==> src/rtl/tlb_pkg.sv <==
// rtl/tlb_pkg.sv - shared op codes, field widths and FSM encoding for the TLB maintenance sequencer
package tlb_pkg;

    localparam int VPN2_W  = 19;
    localparam int ASID_W  = 8;
    localparam int PMASK_W = 16;

    typedef enum logic [1:0] {
        OP_TLBP  = 2'd0,
        OP_TLBR  = 2'd1,
        OP_TLBWI = 2'd2,
        OP_TLBWR = 2'd3
    } op_code_t;

    typedef enum logic [1:0] {
        ST_IDLE = 2'd0,
        ST_EXEC = 2'd1,
        ST_DONE = 2'd2
    } tlb_state_t;

endpackage

==> src/rtl/tlb_match_enc.sv <==
// rtl/tlb_match_enc.sv - lowest-index priority encoder with any/multiple hit flags
// Ports:
//   match : per-entry probe match lines
//   idx   : lowest matching index (0 when nothing matches)
//   any   : at least one entry matches
//   multi : more than one entry matches
module tlb_match_enc #(
    parameter int ENTRIES = 16,
    parameter int IDXW    = 4
) (
    input  logic [ENTRIES-1:0] match,
    output logic [IDXW-1:0]    idx,
    output logic               any,
    output logic               multi
);

    // Scan downward so the lowest set bit wins the last assignment.
    always_comb begin
        idx = '0;
        for (int i = ENTRIES - 1; i >= 0; i--) begin
            if (match[i]) begin
                idx = IDXW'(i);
            end
        end
    end

    assign any   = |match;
    // Clearing the lowest set bit leaves something only if two or more were set.
    assign multi = |(match & (match - ENTRIES'(1)));

endmodule

==> src/rtl/tlb_maint_ctrl.sv <==
// rtl/tlb_maint_ctrl.sv - CP0 TLBP/TLBR/TLBWI/TLBWR sequencer with Random counter
// Ports:
//   clk, rst_n                         : clock, asynchronous active-low reset
//   op_valid/op_ready/op_code          : request handshake and opcode
//   ehi_vpn2, ehi_asid, pagemask       : EntryHi / PageMask operands
//   lo0_g, lo1_g, index_in             : EntryLo G bits, CP0 Index
//   wired_in, wired_we                 : CP0 Wired value and write strobe
//   hdr_we, hdr_pagemask/vpn2/g/asid   : header entry write strobe and data
//   probe_vpn2, probe_asid, probe_match: probe key out, per-entry match in
//   rd_idx, rd_pagemask/vpn2/g/asid    : read select out, selected header in
//   done, res_*                        : completion pulse and TLBP/TLBR results
//   random                             : CP0 Random
module tlb_maint_ctrl
    import tlb_pkg::*;
#(
    parameter int ENTRIES = 16,
    parameter int IDXW    = 4
) (
    input  logic                clk,
    input  logic                rst_n,
    input  logic                op_valid,
    output logic                op_ready,
    input  logic [1:0]          op_code,
    input  logic [VPN2_W-1:0]   ehi_vpn2,
    input  logic [ASID_W-1:0]   ehi_asid,
    input  logic [PMASK_W-1:0]  pagemask,
    input  logic                lo0_g,
    input  logic                lo1_g,
    input  logic [IDXW-1:0]     index_in,
    input  logic [IDXW-1:0]     wired_in,
    input  logic                wired_we,
    output logic [ENTRIES-1:0]  hdr_we,
    output logic [PMASK_W-1:0]  hdr_pagemask,
    output logic [VPN2_W-1:0]   hdr_vpn2,
    output logic                hdr_g,
    output logic [ASID_W-1:0]   hdr_asid,
    output logic [VPN2_W-1:0]   probe_vpn2,
    output logic [ASID_W-1:0]   probe_asid,
    input  logic [ENTRIES-1:0]  probe_match,
    output logic [IDXW-1:0]     rd_idx,
    input  logic [PMASK_W-1:0]  rd_pagemask,
    input  logic [VPN2_W-1:0]   rd_vpn2,
    input  logic                rd_g,
    input  logic [ASID_W-1:0]   rd_asid,
    output logic                done,
    output logic [IDXW-1:0]     res_index,
    output logic                res_miss,
    output logic                res_multi,
    output logic [PMASK_W-1:0]  res_pagemask,
    output logic [VPN2_W-1:0]   res_vpn2,
    output logic                res_g,
    output logic [ASID_W-1:0]   res_asid,
    output logic [IDXW-1:0]     random
);

    localparam logic [IDXW-1:0] RND_MAX = IDXW'(ENTRIES - 1);

    tlb_state_t          state;
    tlb_state_t          state_nxt;
    op_code_t            op_q;
    logic [VPN2_W-1:0]   vpn2_q;
    logic [ASID_W-1:0]   asid_q;
    logic [PMASK_W-1:0]  pm_q;
    logic                g_q;
    logic [IDXW-1:0]     tgt_q;
    logic                accept;
    logic                exec_probe;
    logic                exec_read;

    logic [IDXW-1:0]     enc_idx;
    logic                enc_any;
    logic                enc_multi;

    tlb_match_enc #(
        .ENTRIES (ENTRIES),
        .IDXW    (IDXW)
    ) u_match_enc (
        .match (probe_match),
        .idx   (enc_idx),
        .any   (enc_any),
        .multi (enc_multi)
    );

    always_ff @(posedge clk or negedge rst_n) begin
        if (!rst_n) begin
            state <= ST_IDLE;
        end else begin
            state <= state_nxt;
        end
    end

    // hdr_we is decoded from the state register so an asynchronous reset
    // removes the strobe in the same instant, before any partial write.
    always_comb begin
        state_nxt  = state;
        op_ready   = 1'b0;
        done       = 1'b0;
        hdr_we     = '0;
        exec_probe = 1'b0;
        exec_read  = 1'b0;
        accept     = 1'b0;
        case (state)
            ST_IDLE: begin
                op_ready = 1'b1;
                accept   = op_valid;
                if (op_valid) begin
                    state_nxt = ST_EXEC;
                end
            end
            ST_EXEC: begin
                state_nxt  = ST_DONE;
                exec_probe = (op_q == OP_TLBP);
                exec_read  = (op_q == OP_TLBR);
                if (op_q == OP_TLBWI || op_q == OP_TLBWR) begin
                    // An out-of-range target simply matches no entry.
                    for (int i = 0; i < ENTRIES; i++) begin
                        if (tgt_q == IDXW'(i)) begin
                            hdr_we[i] = 1'b1;
                        end
                    end
                end
            end
            ST_DONE: begin
                state_nxt = ST_IDLE;
                done      = 1'b1;
            end
            default: begin
                state_nxt = ST_IDLE;
            end
        endcase
    end

    always_ff @(posedge clk or negedge rst_n) begin
        if (!rst_n) begin
            op_q   <= OP_TLBP;
            vpn2_q <= '0;
            asid_q <= '0;
            pm_q   <= '0;
            g_q    <= 1'b0;
            tgt_q  <= '0;
        end else if (accept) begin
            op_q   <= op_code_t'(op_code);
            vpn2_q <= ehi_vpn2;
            asid_q <= ehi_asid;
            pm_q   <= pagemask;
            g_q    <= lo0_g & lo1_g;
            tgt_q  <= (op_code == OP_TLBWR) ? random : index_in;
        end
    end

    assign hdr_pagemask = pm_q;
    assign hdr_vpn2     = vpn2_q;
    assign hdr_g        = g_q;
    assign hdr_asid     = asid_q;
    assign probe_vpn2   = vpn2_q;
    assign probe_asid   = asid_q;
    assign rd_idx       = tgt_q;

    // Results are sampled on the EXEC->DONE edge; each op refreshes only its
    // own result group, everything else holds.
    always_ff @(posedge clk or negedge rst_n) begin
        if (!rst_n) begin
            res_index    <= '0;
            res_miss     <= 1'b0;
            res_multi    <= 1'b0;
            res_pagemask <= '0;
            res_vpn2     <= '0;
            res_g        <= 1'b0;
            res_asid     <= '0;
        end else begin
            if (exec_probe) begin
                res_index <= enc_idx;
                res_miss  <= ~enc_any;
                res_multi <= enc_multi;
            end
            if (exec_read) begin
                res_pagemask <= rd_pagemask;
                res_vpn2     <= rd_vpn2;
                res_g        <= rd_g;
                res_asid     <= rd_asid;
            end
        end
    end

    // Wrap covers wired_in >= ENTRIES-1 too: random can never exceed it,
    // so it is pinned at the top value.
    always_ff @(posedge clk or negedge rst_n) begin
        if (!rst_n) begin
            random <= RND_MAX;
        end else if (wired_we || random <= wired_in) begin
            random <= RND_MAX;
        end else begin
            random <= random - IDXW'(1);
        end
    end

endmodule
==> config.mk <==
export PLATFORM = sky130hd
export DESIGN_NAME = tlb_maint_ctrl
export DESIGN_NICKNAME = d
export VERILOG_FILES = /design/src/rtl/tlb_pkg.sv /design/src/rtl/tlb_match_enc.sv /design/src/rtl/tlb_maint_ctrl.sv
export SDC_FILE = /design/constraint.sdc
export NUM_CORES = 1
export LEC_CHECK = 0
export CAP_MARGIN = 20
export CORE_MARGIN = 3
export CORE_UTILIZATION = 32
export DETAILED_ROUTE_END_ITERATION = 16
export GPL_ROUTABILITY_DRIVEN = 0
export PLACE_DENSITY = 0.83
export SLEW_MARGIN = 10
export SYNTH_ARGS = -nofsm -noshare
export SYNTH_HDL_FRONTEND = slang
export SYNTH_SLANG_ARGS = --single-unit
==> constraint.sdc <==
create_clock -name clk -period 1.6 [get_ports clk]
set_input_delay 0.24 -clock clk [delete_from_list [all_inputs] [get_ports clk]]
set_output_delay 0.24 -clock clk [all_outputs]
set_load 0.01 [all_outputs]
---- Yosys cells after proc, flatten, opt, wreduce, memory -nomap -nowiden ----
Index checks and enable logic that the tools add are counted.
operators by class
  $add $sub $neg .......................... 2
  equal/unequal tests ..................... 22
  muxes and demuxes ....................... 43
  bitwise gates (word level) .............. 3
  $lt $le $gt $ge ......................... 1
  reduce and logical (&&, ||, !) cells .... 7
operators by type and width
  kind                                                 number
  two-way mux 4 bit                                    18
  equality test 4 bit, second input constant           8
  two-way mux 16 bit                                   2
  OR reduction 16 bit                                  2
  two-way mux 1 bit                                    21
  bitwise AND 16 bit                                   1
  equality test 4 x 3 -> 1 bit, second input constant  4
  subtractor 16 x 1 -> 16 bit, second input constant   1
  equality test 2 bit, second input constant           4
  equality test 4 x 2 -> 1 bit, second input constant  2
  equality test 2 x 1 -> 1 bit, second input constant  2
  equality test 4 x 1 -> 1 bit, second input constant  1
  <= comparator 4 bit                                  1
  logical NOT 2 bit                                    2
  logical NOT 4 bit                                    1
  case mux 2 bit (2 select lines)                      1
  subtractor 4 x 1 -> 4 bit, second input constant     1
  logical OR 1 bit                                     2
  two-way mux 2 bit                                    1
  != test 2 bit, second input constant                 1
  bitwise AND 1 bit                                    1
  inverter 1 bit                                       1
word-level totals
  output and inout port bits .............. 147
  bits in registers ....................... 106

---- Longest topological paths before layout ----
Gate-level depths: netlist of the first run.
  word-level depth ........................ 16
  depth in mapped cells ................... 7

---- Hierarchy ----
From an unflattened synthesis of the first run, not the netlist that was laid out.
unflattened totals
  cells, all modules ...................... 360
  area, all modules ....................... 4974.8 um^2
modules (own cells, without submodules)
  module          instances  area an instance (um^2)  cells an instance
  tlb_maint_ctrl  1          4652.0                   307
  tlb_match_enc   1          322.8                    53

---- Worst setup path before layout of the first run ----
Ideal clock, no wire load.
  path type ............................... reg-to-reg
  start ................................... register state[0]
  end ..................................... register asid_q[0] (netlist: hdr_asid[0])
  setup slack ............................. -0.009 ns
  period minus slack after synthesis ...... 1.609 ns
  data arrival time ....................... 1.484 ns
  cell stages (with the launch flop) ...... 6
  library setup time ...................... 0.125 ns
  path through ............................ dfrtp_1 > nor2_1 > and2_1 > buf_2 > buf_2 > mux2_2
on the way
  word-level cells in the longest chain between the ends .. 2
ends and longest elaborated chain
  item                      RTL line               text
  start: declaration        tlb_maint_ctrl.sv:58   tlb_state_t state;
  start signal: assignment  tlb_maint_ctrl.sv:88   state <= state_nxt;
  logical NOT 2 bit         tlb_maint_ctrl.sv:102  case (state)
  two-way mux 1 bit         tlb_maint_ctrl.sv:102
  end signal: assignment    tlb_maint_ctrl.sv:144  asid_q <= ehi_asid;
  end: declaration          tlb_maint_ctrl.sv:62   logic [ASID_W-1:0] asid_q;
No other way between the ends.
A chain may end at the register's enable or synchronous reset.

---- Worst setup path in the final report of the first run ----
  start ................................... register state[1]
  end ..................................... output hdr_we[12]
on the way
  word-level cells in the longest chain between the ends .. 2
ends and longest elaborated chain
  item                          RTL line               text
  equality test 2 x 1 -> 1 bit  tlb_maint_ctrl.sv:102
  two-way mux 16 bit            tlb_maint_ctrl.sv:102
  end: declaration              tlb_maint_ctrl.sv:32   output logic [ENTRIES-1:0] hdr_we,
No other way between the ends.

==> results of run 1 <==
flip-flops by register name, summed over array words and instances, names as in the netlist, 2 cells and up:
register / count
res_vpn2: 19
state: 2
res_asid: 8
res_pagemask: 16
hdr_pagemask: 16
random: 4
hdr_asid: 8
op_q: 2
rd_idx: 4
hdr_vpn2: 19
res_index: 4
logic make-up (layout without fill, tap and decap cells):
family / Yosys count / count (layout) / share of synthesized area [%]
AND/OR/NAND/NOR: 79 / 79 / 8.281
XOR/XNOR: 2 / 2 / 0.3704
multiplexers: 93 / 93 / 22.04
flip-flops: 106 / 106 / 56.19
adder cells (fa/ha/maj): 5 / 5 / 1.323
buffers and inverters: 51 / 357 / 6.719
AO/OA/AOI/OAI: 35 / 35 / 5.080
final cells by class:
type	instances	area share, %
clock buffer	12	3.011
clock inverter	4	0.6362
multi-input combinational	214	24.76
sequential	106	30.06
inverter	10	0.4241
tap	180	2.545
timing repair buffer	331	38.57
final timing paths:
check | cells after the start | slack [ps] | endpoint
worst max register to register | 7 | -190 | hdr_pagemask[12]$_DFFE_PN0P_
min in group asynchronous | 3 | 500 | res_pagemask[1]$_DFFE_PN0P_
worst min-delay path | 5 | 420 | res_index[0]$_DFFE_PN0P_
max in group asynchronous | 3 | 630 | rd_idx[1]$_DFFE_PN0P_
worst max-delay path | 6 | -260 | hdr_we[12]
worst min register to register | 1 | 470 | random[0]$_DFF_PN1_
through the flow:
step | hold slack (ps) | area, um2 | setup TNS [ps]
final | 422.9 | 8850 | -13970
after global routing | 461.1 | 8850 | -20090
after CTS | 481.5 | 8399 | -11090
after detailed placement | 353.2 | 7602 | -7803
after global placement | 340.5 | 7602 | -5142
after floorplan | -55.59 | 4735 | -218.8
where the power goes:
| group | internal (W) | switching, W |
|---|---|---|
| combinational | 0.00370 | 0.00196 |
| sequential | 0.00362 | 0.000637 |
| clock | 0.00136 | 0.000970 |
timing repair:
item | CTS | global route
hold endpoints to repair | 63 | 0
endpoints found under the setup margin | 115 | 104
pin swaps | 17 | 8
hold buffers | 1 | 0
gates resized for setup | 117 | 109
buffers inserted | 17 | 10
cloned | 9 | 3
tightest hold or removal path, cell delays in order:
cell and delay (ps):
dlymetal6s2s_1 150, buf_4 170, nor3_1 50, o31ai_1 60, nand2_1 50
synth_stat cells, types with 5 or more instances:
master / instances
a21oi_1: 9
ha_1: 5
buf_4: 32
o21ai_0: 6
nor3_1: 12
nor2_1: 28
inv_1: 10
mux2_2: 89
buf_2: 5
nand2_1: 17
dfrtp_1: 102
layer usage:
metal  GRT usage, %  wire length (um)  vias to the layer above
met5              0                 0                        -
met4          5.368               289                        0
met3          3.637              1112                       22
met2          32.98              8275                      214
met1          22.19              6508                     2067
li1               -                 -                     1868
==> metrics.txt, run 1 <==
Main synth FF type dfrtp_1; Yosys top cell area share 53.97%; initial antenna violation count 0; FF+latch count, synth 106; critical path startpoint state[1]$_DFFE_PN0P_; All-Layer GR Usage 18.32%; Syn-to-layout area delta 87.12%; most common cell after layout, fill and taps aside clkdlybuf4s50_1; # diodes 0; Hold WC Path Type in2reg; Tcrit/Tclk final 116.4%; LEAKAGE 3.901 nW; Slew Viols, Final 0; final setup vio count 107; largest net degree at the start of global routing 107; port bufs 265; Finished Core Util 62.54%; Avg Cell Area, Syn 12.75 um2; crit path kind reg2out; clock sink count 106; HP Start probe_match[0]; Initial Utilization 33.42%; die area 16,270 um2; Worst EP arrival 1620 ps; Final Non-Filler Cells 857; dpl ws -408.4 ps; CP bufs+invs 3; Synth Warn # 0; drt drc 0; Worst Path Max Fanout 3; nature of the critical path startpoint register; failing checks setup timing; Mapped Area 4730 um2; Yosys top cell by area dfrtp_1; vias in the first global route 4,384; Core Region 14,150 um2; maximum clock rate 536.9 MHz; Detailed Routing Iterations Pass 1 4; Antenna Nets Post-Route 0; r2r startpoint state[1]$_DFFE_PN0P_; DRT iter0 DRCs 166; Final min period 1863 ps; Final WS setup -262.7 ps; Root Driver clkbuf_16; Max-Cap Viols 0; Seq/Total Area, Yosys 56.19%; EDFF count, synth 0; Die Y 127.6 um; Filler cells 1,029; post-DR wirelength/cell 18.89 um; vias per inst 4.867; Syn Nets 495; Detailed Place HPWL 10.51 mm; # IOs 266; CP Capture Type output port; pwr dens 1383 nW/um2; Multi-input gate area 2191 um2; Slowest cell on crit path dfrtp_1; CTS tree yes; top post-synthesis cells by area dfrtp_1 54%, mux2_2 21%, buf_4 5.1%, dfstp_2 2.2%, nor2_1 2.2%; first-pass GRT wire length 23.50 mm; Worst-Skew Late Latency 330 ps; CTS buffer count 9; Layout Nets 796; final hold violations 0; dpl cells 806; crit path cell chain nor2b_4 -> buf_6 -> nand4_1 -> buf_4 -> nor3_2 -> buf_2; total number of vias 4,171; Post-Route Skew 4.660 ps; CTS clk-pin slew, worst paths 70 ps; Pwr Total 0.01224 W; unrepaired setup endpoints after global routing true; Clock H-tree levels 3; Largest delay share family, worst path buffers and inverters; CTS max path bufs 2; Cell Rows 43; largest stage delay on the critical path 420 ps; GRT overflow 0; Yosys cell types 45; Reg area 2660 um2; routed wire length 16.19 mm; maximum vdd drop 767.2 uV; Chip Width 127.6 um; most frequent cells in the layout 236 x clkdlybuf4s50_1, 100 x dfrtp_1, 82 x mux2_4; Worst Max-Slew Pin Slew 553.6 ps; status finished, violations left; max_slew headroom 63.09%; ys async rst share 100.0%; Mapped Cells 371; Req. time, crit path 1360 ps; share of layout cells above drive strength 1 33.23%
(Power assumes the default switching activity.)
==> inputs of run 2 (changes only) <==
--- a/config.mk
+++ b/config.mk
@@ -9,8 +9,9 @@
 export CORE_MARGIN = 3
 export CORE_UTILIZATION = 32
 export DETAILED_ROUTE_END_ITERATION = 16
+export DONT_BUFFER_PORTS = 1
 export GPL_ROUTABILITY_DRIVEN = 0
-export PLACE_DENSITY = 0.83
+export PLACE_DENSITY = 0.58
 export SLEW_MARGIN = 10
 export SYNTH_ARGS = -nofsm -noshare
 export SYNTH_HDL_FRONTEND = slang
==> metrics.txt, run 2 (synthesized netlist as in run 1, its figures left out) <==
status finished, violations left; failing checks hold timing, setup timing; Worst-Skew Late Latency 350 ps (+20 ps); Clock H-tree levels 3 (unchanged); Max-Cap Viols 0 (unchanged); Final Non-Filler Cells 549 (-36%); met1 usage 13.50% (-8.7 points); Antenna Nets Post-Route 0 (unchanged); Cell Rows 43 (unchanged); Worst EP arrival 1650 ps (+30 ps); Clock Power Share 26.1% (+7.1 points); Finished Core Util 37.79% (-25 points); unrepaired setup endpoints after global routing true; Req. time, crit path 1360 ps (about the same); Post-DP Area 4835 um2 (-36%); largest net degree at the start of global routing 107 (unchanged); Pint 0.005625 W (-35%); met3 Usage GRT 5.895% (+2.3 points); r2r startpoint state[1]$_DFFE_PN0P_; CTS clk-pin slew, worst paths 80 ps (about the same); final setup vio count 61 (-43%); drt drc 0 (unchanged); CTS tree yes; r2r setup slk -70 ps (+120 ps); Net Switching 0.003045 W (-15%); pwr dens 1621 nW/um2 (+17%); clock sink count 106 (unchanged); Detailed Place HPWL 8.751 mm (-17%); CTS buffer count 9 (unchanged); Worst R2R Path Depth 5 (-2); Final min period 1886 ps (+23.44 ps); Crit Reg-Reg Endpoint hdr_pagemask[5]$_DFFE_PN0P_; combinational power share 16.2% (-30 points); Root Driver clkbuf_16; Final WS setup -286.2 ps (-23.44 ps); maximum vdd drop 764.1 uV (-0.41%); CP Capture Type output port; final setup TNS -5255 ps (+8715 ps); GRT overflow 0 (unchanged); Filler cells 1,370 (+33%); crit path kind reg2out; Slew Viols, Final 0 (unchanged); Syn-to-layout area delta 13.07%; busiest grt layer met2; Sw Share 35.13% (+6.0 points); Tcrit/Tclk final 117.9% (+1.5 points); Post-Route Skew 5.132 ps (+0.4721 ps); Sequential Power Share 57.7% (+23 points); dpl cells 527 (-35%); met2 Use GR 25.61% (-7.4 points); # diodes 0 (unchanged); All-Layer GR Usage 13.78% (-4.5 points); Detailed Routing Iterations Pass 1 4 (unchanged); final hold violations 106 (+106); fin area 5348 um2 (-40%); die area 16,270 um2 (unchanged); total number of vias 2,813 (-33%); critical path startpoint state[0]$_DFFE_PN0P_; most frequent cells in the layout 100 x dfrtp_1, 89 x mux2_2, 18 x buf_4; worst hold slack -423.0 ps (-845.8 ps); Chip Width 127.6 um (unchanged); Worst Max-Slew Pin Slew 430.8 ps (-122.7 ps); # IOs 266 (unchanged); Layout Nets 488 (-39%); CTS max path bufs 2 (unchanged); DRT iter0 DRCs 96 (-42%); Initial Utilization 33.42% (unchanged); most common cell after layout, fill and taps aside dfrtp_1; share of layout cells above drive strength 1 44.44% (+11 points); vias in the first global route 2,970 (-32%); Core Region 14,150 um2 (unchanged); maximum clock rate 530.2 MHz (-1.2%); Die Y 127.6 um (unchanged); nature of the critical path startpoint register; initial antenna violation count 0 (unchanged); Hold WC Path Type in2async; post-DR wirelength/cell 20.93 um (+11%); max_slew headroom 70.53% (+7.4 points); LEAKAGE 2.229 nW (-43%); Worst Path Max Fanout 4 (+1); routed wire length 11.49 mm (-29%); first-pass GRT wire length 17.10 mm (-27%); port bufs 0 (-100%); vias per inst 5.124 (+5.3%)
==> run 2: cell count changes in the layout (fill, tap and decap cells not counted), sizes merged <==
cell	previous run	this run
buf	81	23
clkinv	1	4
inv	12	13
dlygate4sd2	7	0
clkdlybuf4s50	236	0
dlymetal6s2s	3	0
clkbuf	15	9
dlygate4sd3	1	0
bufinv	1	0
==> run 2: worst max-delay path by stage <==
stage,to,slack (ps),depth (start not counted)
floorplan,hdr_asid[0]$_DFFE_PN0P_,-9,5
global placement,hdr_we[0],40,5
detailed placement,random[2]$_DFF_PN1_,30,7
CTS,hdr_we[0],-280,5
global route,hdr_we[0],-380,5
finish,hdr_we[0],-290,5
==> run 2: cell type report <==
type / instances / area, um2 / share of cell area (%)
flip-flops and latches: 106 / 2660 / 49.74
clock inverters: 7 / 93.84 / 1.755
clock buffers: 9 / 225.2 / 4.212
repair buffers: 23 / 209.0 / 3.907
inverters: 10 / 37.54 / 0.7019
multi-input cells: 214 / 1897 / 35.47
well taps: 180 / 225.2 / 4.212
==> run 2: per-layer routing <==
layer / routed length [um] / share of wire (%)
met3: 1187 / 10
met4: 211 / 1.8
met5: 0 / 0
met2: 6407 / 56
met1: 3687 / 32
==> run 2: through the flow <==
| stage | power, W | worst slack (ps) |
|---|---|---|
| 6_report | 0.008670 | -286.2 |
| 3_5_place_dp | 0.006435 | 31.32 |
| 4_1_cts | 0.008838 | -278.9 |
| 3_3_place_gp | 0.006344 | 39.29 |
| 2_1_floorplan | 0.006085 | -8.687 |
| 5_1_grt | 0.009159 | -375.8 |
==> run 2: power groups by stage <==
stage | Clock [W] | Sequential, W | Combinational, W
floorplan | 0 | 0.00461 | 0.00148
global placement | 0 | 0.00508 | 0.00126
detailed placement | 0 | 0.00511 | 0.00133
CTS | 0.00238 | 0.00506 | 0.00140
global route | 0.00246 | 0.00514 | 0.00156
finish | 0.00226 | 0.00501 | 0.00140
==> run 2: critical path, stage by stage (launching register included) <==
cell and delay, ps:
dfrtp_1 390, nor2b_4 170, buf_6 120, nand2_4 50, or3_4 390, nor3_4 180
==> run 2: timing repair <==
item	CTS	global route
resized for setup	26	14
setup endpoints to repair	16	83
hold endpoints to repair	106	106
pin swaps	8	5
buffers inserted	5	2
==> inputs of run 3 (changes only) <==
--- a/config.mk
+++ b/config.mk
@@ -7,11 +7,11 @@
 export LEC_CHECK = 0
 export CAP_MARGIN = 20
 export CORE_MARGIN = 3
-export CORE_UTILIZATION = 32
+export CORE_UTILIZATION = 37
 export DETAILED_ROUTE_END_ITERATION = 16
 export DONT_BUFFER_PORTS = 1
 export GPL_ROUTABILITY_DRIVEN = 0
-export PLACE_DENSITY = 0.58
+export PLACE_DENSITY = 0.64
 export SLEW_MARGIN = 10
 export SYNTH_ARGS = -nofsm -noshare
 export SYNTH_HDL_FRONTEND = slang
==> constraint.sdc (replaced) <==
create_clock -name clk -period 1.6 [get_ports clk]
set_input_delay 0.24 -clock clk [delete_from_list [all_inputs] [get_ports clk]]
set_output_delay 0.24 -clock clk [all_outputs]
set_load 0.02 [all_outputs]
==> metrics.txt, run 3 (synthesized netlist as in run 1, its figures left out) <==
# diodes 0 (unchanged); LEAKAGE 2.460 nW (+10%); die area 14,180 um2 (-13%); Worst R2R Path Depth 5 (unchanged); Root Driver clkbuf_16; final hold violations 106 (unchanged); final setup vio count 18 (-70%); CTS buffer count 9 (unchanged); Slowest cell on crit path dfrtp_1; r2r startpoint state[1]$_DFFE_PN0P_; CP Capture Type output port; Detailed Place HPWL 8.198 mm (-6.3%); Worst Max-Slew Pin Slew 455.2 ps (+24.31 ps); Pint 0.005971 W (+6.2%); Worst-Skew Late Latency 340 ps (about the same); clock sink count 106 (unchanged); Filler cells 1,103 (-19%); Max-Cap Viols 0 (unchanged); routed wire length 12.10 mm (+5.3%); Detailed Routing Iterations Pass 1 4 (unchanged); Initial Utilization 38.57% (+5.1 points); All-Layer GR Usage 14.64% (+0.87 points); most frequent cells in the layout 102 x dfrtp_1, 81 x mux2_2, 34 x buf_4; Sw Share 38.64% (+3.5 points); Post-Route Skew 6.902 ps (+1.770 ps); Net Switching 0.003761 W (+24%); Syn-to-layout area delta 20.58%; Slew Viols, Final 0 (unchanged); nature of the critical path startpoint register; CTS tree yes; status finished, violations left; DRT iter0 DRCs 118 (+23%); Antenna Nets Post-Route 0 (unchanged); r2r setup slk -10 ps (+60 ps); Worst Path Max Fanout 4 (unchanged); CTS clk-pin slew, worst paths 70 ps (about the same); worst hold slack -417.8 ps (+5.184 ps); max_slew headroom 69.66% (-0.88 points); post-DR wirelength/cell 21.30 um (+1.7%); failing checks hold timing, setup timing; drt drc 0 (unchanged); maximum clock rate 535.7 MHz (+1.0%); # IOs 266 (unchanged); Req. time, crit path 1360 ps (about the same); maximum vdd drop 544.7 uV (-29%); GRT overflow 0 (unchanged); vias in the first global route 3,017 (+1.6%); initial antenna violation count 2 (+2); Hold WC Path Type in2async; Cell Rows 40 (-7.0%); port bufs 0 (unchanged); Layout Nets 519 (+6.4%); pwr dens 1707 nW/um2 (+5.3%); combinational power share 17.8% (+1.6 points); largest stage delay on the critical path 410 ps (+20 ps); Worst EP arrival 1630 ps (-20 ps); vias per inst 5.268 (+2.8%); Crit Reg-Reg Endpoint res_pagemask[1]$_DFFE_PN0P_; largest net degree at the start of global routing 107 (unchanged); Final WS setup -266.8 ps (+19.38 ps); crit path cell chain nor2b_4 -> nand2_2 -> or3_4 -> nor3_4 -> buf_6; Final min period 1867 ps (-19.38 ps); CTS max path bufs 2 (unchanged); most common cell after layout, fill and taps aside dfrtp_1; Sequential Power Share 59.1% (+1.4 points); dpl ws 32.90 ps (+1.576 ps); total number of vias 2,992 (+6.4%); Clock Power Share 23.0% (-3.1 points); crit path kind reg2out; unrepaired setup endpoints after global routing true; Die Y 119.1 um (-6.7%); Tcrit/Tclk final 116.7% (-1.2 points); Core Region 12,260 um2 (-13%); share of layout cells above drive strength 1 45.50% (+1.1 points); first-pass GRT wire length 16.28 mm (-4.8%); Chip Width 119.1 um (-6.7%); Clock H-tree levels 3 (unchanged)
==> run 3: changes by cell type in the layout (fill, tap and decap cells not counted), sizes merged <==
cell and delta:
buf +23, bufinv +1, clkbuf +9, clkinv -1, clkinvlp +1, inv -2
==> run 3: worst max-delay path by stage <==
| stage | slack [ps] | from | to | depth (start not counted) |
|---|---|---|---|---|
| finish | -270 | state[1]$_DFFE_PN0P_ | hdr_we[0] | 5 |
| floorplan | -60 | state[1]$_DFFE_PN0P_ | hdr_we[1] | 5 |
| CTS | -270 | state[1]$_DFFE_PN0P_ | hdr_we[0] | 5 |
| global route | -350 | state[1]$_DFFE_PN0P_ | hdr_we[2] | 5 |
| global placement | 40 | state[1]$_DFFE_PN0P_ | hdr_we[0] | 5 |
| detailed placement | 30 | state[1]$_DFFE_PN0P_ | hdr_we[0] | 5 |
==> run 3: final cells by class <==
type                            instances  area, um2  area share, %
Clock buffer                           10      239.0          4.190
Clock inverter                          6      65.06          1.141
Inverter                               10      37.54         0.6582
Timing Repair Buffer                   54      638.1          11.19
Sequential cell                       106       2658          46.60
Multi-Input combinational cell        214       1856          32.54
Tap cell                              168      210.2          3.686
==> run 3: timing repair <==
item | in CTS | in global routing
resized for setup | 10 | 18
endpoints found under the setup margin | 16 | 66
buffers inserted | 2 | 8
pin swaps | 8 | 7
gates cloned | 0 | 10
endpoints found under the hold margin | 106 | 106
==> run 3: stage by stage <==
| step | total power (W) | area, um2 | std cells | TNS (ps) | utilization [%] |
|---|---|---|---|---|---|
| after floorplan | 0.006950 | 4742 | 371 | -1865 | - |
| final | 0.009733 | 5703 | 568 | -2886 | 46.51 |
| after global placement | 0.007167 | 4975 | 533 | 0 | 40.57 |
| after global routing | 0.01020 | 5703 | 568 | -5792 | 46.51 |
| after detailed placement | 0.007275 | 4975 | 533 | 0 | 40.57 |
| after CTS | 0.009561 | 5329 | 551 | -3780 | 43.46 |
==> run 3: critical path, delay by kind of cell (launching register included) <==
kind                   cells  cell delay (ps)
buffers and inverters      1              140
flip-flops                 1              410
AND/OR/NAND/NOR            4              730
==> run 3: layer usage <==
metal	up-vias	global-route usage, %	part of all wire (%)
li1	1320	-	-
met1	1480	15.59	37
met2	175	26.53	53
met3	13	5.698	8.7
met4	4	4.562	0.97
met5	-	0	0.22
==> run 3: power groups by stage <==
stage                     clock, W  sequential [W]  combinational (W)
after floorplan                  0         0.00531            0.00164
final                      0.00224         0.00576            0.00173
after detailed placement         0         0.00583            0.00145
after global routing       0.00245         0.00587            0.00188
after CTS                  0.00231         0.00578            0.00147
after global placement           0         0.00580            0.00137
